<file path="config.mk">
export PLATFORM = sky130hd
export DESIGN_NAME = regfile_mp_sb
export DESIGN_NICKNAME = d
export VERILOG_FILES = /design/src/rtl/regfile_mp_sb.sv
export SDC_FILE = /design/constraint.sdc
export NUM_CORES = 2
export LEC_CHECK = 0
export CORE_AREA = 4 4 370 372
export CTS_BUF_LIST = sky130_fd_sc_hd__clkbuf_8
export DETAILED_ROUTE_END_ITERATION = 8
export DIE_AREA = 0 0 374 376
export DONT_BUFFER_PORTS = 1
export PLACE_DENSITY = 0.66
export SLEW_MARGIN = 20
export SYNTH_ARGS = -nofsm -noshare
export SYNTH_HDL_FRONTEND = slang
export SYNTH_SLANG_ARGS = --single-unit
</file>
<file path="constraint.sdc">
create_clock -name clk -period 86.8 [get_ports clk]
set_input_delay 17.36 -clock clk [delete_from_list [all_inputs] [get_ports clk]]
set_output_delay 17.36 -clock clk [all_outputs]
set_load 0.01 [all_outputs]
</file>
<file path="src/rtl/regfile_mp_sb.sv">
// regfile_mp_sb: multi-read, dual-write register file with a per-register busy scoreboard.
// Write port 0 is ALU writeback, write port 1 is the late load/multicycle return path.
// Busy bits mark registers with an in-flight producer so decode can stall on RAW hazards.
// Register 0 always reads as zero and is never marked busy.
module regfile_mp_sb #(
    parameter  int XLEN    = 32,
    parameter  int NREGS   = 32,
    localparam int AW      = $clog2(NREGS),
    parameter  int NRD     = 2,
    parameter  int BYPASS  = 1,
    parameter  int DBG_IDX = 2
) (
    input  logic                clk,
    input  logic                rst,
    input  logic [NRD*AW-1:0]   ra,
    output logic [NRD*XLEN-1:0] rd,
    output logic [NRD-1:0]      rd_busy,
    input  logic                we0,
    input  logic [AW-1:0]       wa0,
    input  logic [XLEN-1:0]     wd0,
    input  logic                we1,
    input  logic [AW-1:0]       wa1,
    input  logic [XLEN-1:0]     wd1,
    input  logic                issue_vld,
    input  logic [AW-1:0]       issue_dst,
    output logic [NREGS-1:0]    busy_vec,
    output logic [XLEN-1:0]     dbg_out
);

    localparam logic [AW-1:0] DBG_A = AW'(DBG_IDX);

    logic [XLEN-1:0]  regs [NREGS];
    logic [NREGS-1:0] busy;
    logic [NREGS-1:0] busy_next;

    // Register storage; port 1 is written first so a same-address port 0 write overrides it.
    always_ff @(posedge clk or posedge rst) begin
        if (rst) begin
            for (int i = 0; i < NREGS; i++) begin
                regs[i] <= '0;
            end
        end else begin
            if (we1 && (wa1 != '0)) begin
                regs[wa1] <= wd1;
            end
            if (we0 && (wa0 != '0)) begin
                regs[wa0] <= wd0;
            end
        end
    end

    // Scoreboard next state: a new issue beats a retiring write, register 0 never busy.
    always_comb begin
        busy_next = busy;
        for (int i = 1; i < NREGS; i++) begin
            if (issue_vld && (issue_dst == AW'(i))) begin
                busy_next[i] = 1'b1;
            end else if ((we0 && (wa0 == AW'(i))) || (we1 && (wa1 == AW'(i)))) begin
                busy_next[i] = 1'b0;
            end
        end
        busy_next[0] = 1'b0;
    end

    // Scoreboard register; reset clears every outstanding producer.
    always_ff @(posedge clk or posedge rst) begin
        if (rst) begin
            busy <= '0;
        end else begin
            busy <= busy_next;
        end
    end

    assign busy_vec = busy;
    assign dbg_out  = regs[DBG_A];

    genvar k;
    for (k = 0; k < NRD; k++) begin : g_rd
        logic [AW-1:0]   addr;
        logic            hit0;
        logic            hit1;
        logic [XLEN-1:0] data;
        logic            bsy;

        assign addr = ra[k*AW +: AW];
        // Writes during reset are discarded, so they must not be forwarded either.
        assign hit0 = (BYPASS != 0) && !rst && we0 && (wa0 == addr);
        assign hit1 = (BYPASS != 0) && !rst && we1 && (wa1 == addr);

        // Read mux: forwarded write data (port 0 first), else stored value; r0 reads zero.
        always_comb begin
            data = regs[addr];
            bsy  = busy[addr];
            if (hit0) begin
                data = wd0;
                bsy  = 1'b0;
            end else if (hit1) begin
                data = wd1;
                bsy  = 1'b0;
            end
            if (addr == '0) begin
                data = '0;
                bsy  = 1'b0;
            end
        end

        assign rd[k*XLEN +: XLEN] = data;
        assign rd_busy[k]         = bsy;
    end

endmodule

</file>
==> summary.md <==
| Metric | Value |
|---|---|
| Status | finished, final reports clean |
| Slew Limit Fails | 0 |
| Die Ht | 376 microns |
| Number of antenna violations at the first check in global routing | 11 |
| Seq cells post-synth | 1055 |
| Clk_skew | 0 ps |
| Setup Viol. Count Final | 0 |
| CP Class | input pin to output pin |
| Routed wire length | 271000 microns |
| PortBufs | 0 |
| CTS sink cnt | 1055 |
| GRT overflow | 0 |
| FFs w/ async S/R, synth | 1.00 |
| R2R Path Start | dbg_out[27] |
| Layout cells sized above 1 | 0.151 |
| Hold Path Class | register to register |
| Final setup margin | 48950 ps |
| Die Width | 374 microns |
| Least-Margin Pin Slew | 1310 ps |
| Clk root buf | clkbuf_8 |
| P per Cell Area | 22.6 nW/um^2 |
| Worst R2R End | dbg_out[27] |
| Core footprint | 133000 sq um |
| Slowest stage delay, CP | 1010 ps |
| Num CTS Buffers | 182 |
| Slew Limit Headroom | 0.119 |
| Initial DRC count | 8693 |
| Hold depth | 0 |
| Period minus WS final | 37850 ps |
| Worst setup path start | ra[1] |
| Boundary Pins | 224 |
| CP Max Fanout | 212 |
| CTS tree | done |
| Post-route DRC | 0 |
| Fill cells | 11536 |
| Dpl ws | 49260 ps |
| Critical Path RT | 69440 ps |
| DP Wirelength | 157000 microns |
| CTS Hold Bufs | 0 |
| Final worst path period share | 0.436 |
| Crit path cell chain | or3b_4 > buf_4 > o221ai_1 > a211oi_1 > nor4_1 > a221o_1 |
| Max Cap Viol | 0 |
| Number of synthesized flops with an enable pin | 0 |
| Worst R2R Path Depth | 2 |
| Syn. warnings | 0 |
| Largest net degree at the start of global routing | 327 |
| Number of nets in the layout | 5911 |
| Longest Clk Path Bufs | 3 |
| Routability Congestion | 0.955 |
| CP Launch Type | input pin |
| Clock latency on the worst-skew pair | 920 ps |
| Top cells by area, synth | dfrtp_1, mux2i_1, mux4_2, a21oi_1, nor2_1 |
| Reg clk slew, reported paths | 60 ps |
| Post-synth top area cell | dfrtp_1 |
| First-pass GRT wire length | 384000 microns |
| Routed vias | 54578 |
| Starting Density | 0.499 |
| CP max stage cell | a211oi_1 |
| # resized after CTS | 0 |
| Reg2reg setup slack | 85720 ps |
| RSZ-0062 raised after global routing | false |
| Max VDD drop | 12.4 uV |
| Die area | 141000 sq um |
| Cell row count | 134 |
| Number of global-route vias before repair | 51910 |
| Antenna Nets Post-Route | 0 |
| Fmax | 0.0264 GHz |
| Critical Path AT | 20490 ps |
| Distinct cells, synth | 60 |
| Area share of the largest cell type after synthesis | 0.397 |
| Post-synthesis sequential area ratio | 0.397 |
| Top_reg_cell synth | dfrtp_1 |
| Leakage power | 0.0304 uW |
| Cells after synthesis | 6412 |
| Area Growth Syn to Fin | 4.85% |
| TNS Setup | 0 ps |
| Mean Syn Cell Area | 10.4 sq um |
| Final Hold Fails | 0 |
| Total GRT Usage | 0.374 |
| Vias/cell | 7.05 |
| WL per Instance | 35.0 microns |
| Syn nets | 6506 |
| Crit path to | rd[20] |
| 1st-pass router iterations | 7 |
| Synthesized cell area | 66500 sq um |
| CP endpoint kind | output pin |
| Setup bufs post-CTS | 0 |
| Max H-tree Level | 4 |
[cells in the mapped netlist (all sizes together), types with 14 or more instances]
| cell type | count |
|---|---|
| mux2i | 1197 |
| dfrtp | 1055 |
| nor2 | 582 |
| clkbuf | 552 |
| nand2 | 540 |
| a21oi | 515 |
| o21ai | 510 |
| mux4 | 402 |
| buf | 337 |
| a32oi | 97 |
| o221ai | 91 |
| a211oi | 83 |
| a22o | 62 |
| mux2 | 35 |
| nor4 | 35 |
| o22ai | 33 |
| a221o | 31 |
| a221oi | 30 |
| a32o | 25 |
| a22oi | 23 |
| a21o | 22 |
| inv | 22 |
| xnor2 | 18 |
| nand2b | 14 |
[state kept, by name, indices dropped and copies added, names as in the netlist]
register,cells
dbg_out,32
busy_vec,31
regs,992
[kinds of logic after synthesis]
group	after synthesis	share of synthesized area
flops	1055	0.397
mux	1634	0.322
other cells	1	0.0000564
buf+inv	912	0.0601
simple gates	1239	0.0750
xor+xnor	20	0.00263
compound gates	1551	0.143
[worst min-delay path by stage]
stage                     from          to  slack [ps]
floorplan            regs[996]   regs[996]         440
global placement    regs[1016]  regs[1016]         380
detailed placement  regs[1000]  regs[1000]         380
CTS                 regs[1000]  regs[1000]         400
global route        regs[1012]  regs[1012]         410
finish               regs[993]   regs[993]         390
[per-stage QoR]
stage / cell area (sq um) / hold slack, ps / util / cells / power, uW
CTS: 69700 / 396 / 0.523 / 7728 / 1560
global route: 69800 / 408 / 0.523 / 7729 / 1640
finish: 69800 / 392 / 0.523 / 7737 / 1580
floorplan: 66500 / 438 / - / 6412 / 1020
global placement: 66100 / 376 / 0.496 / 7401 / 1090
detailed placement: 66100 / 383 / 0.496 / 7401 / 1100
[per-layer routing]
metal  vias up  track usage  share of wire
met5         -      0.00858        0.00095
met4        14        0.202          0.061
met3       938        0.197           0.17
met2      4430        0.506           0.40
met1     26808        0.481           0.36
li1      22388            -              -
[area by class of cell]
cell class	count	area [sq um]	area share
Tap cell	1768	2210	0.0317
Inverter	23	93.8	0.00134
Clock buffer	232	3190	0.0458
Multi-Input combinational cell	4445	36600	0.524
Sequential cell	1055	26400	0.378
Timing Repair Buffer	110	830	0.0119
Clock inverter	95	450	0.00646
Antenna cell	9	22.5	0.000323
[cell usage in the layout (no fill, tap or decap), drive strengths merged, types with 35 or more instances in the layout]
| master | instances |
|---|---|
| mux2i | 1197 |
| a211oi | 83 |
| o221ai | 91 |
| mux2 | 35 |
| dfrtp | 1055 |
| clkbuf | 232 |
| a21oi | 515 |
| nand2 | 540 |
| buf | 110 |
| nor4 | 35 |
| inv | 99 |
| mux4 | 402 |
| a22o | 62 |
| a32oi | 97 |
| nor2 | 582 |
| o21ai | 510 |
[power breakdown]
group          switching, uW  internal [uW]  leakage (uW)  total, uW
Clock                    225            240       0.00213        465
Combinational            175            205        0.0154        379
Sequential               114            619        0.0129        733
[critical path: cells and delay by family]
family | cells | cell delay [ps]
AO/OA/AOI/OAI | 3 | 1630
buffers and inverters | 1 | 640
AND/OR/NAND/NOR | 2 | 700
Power figures use the tool's default switching activity.
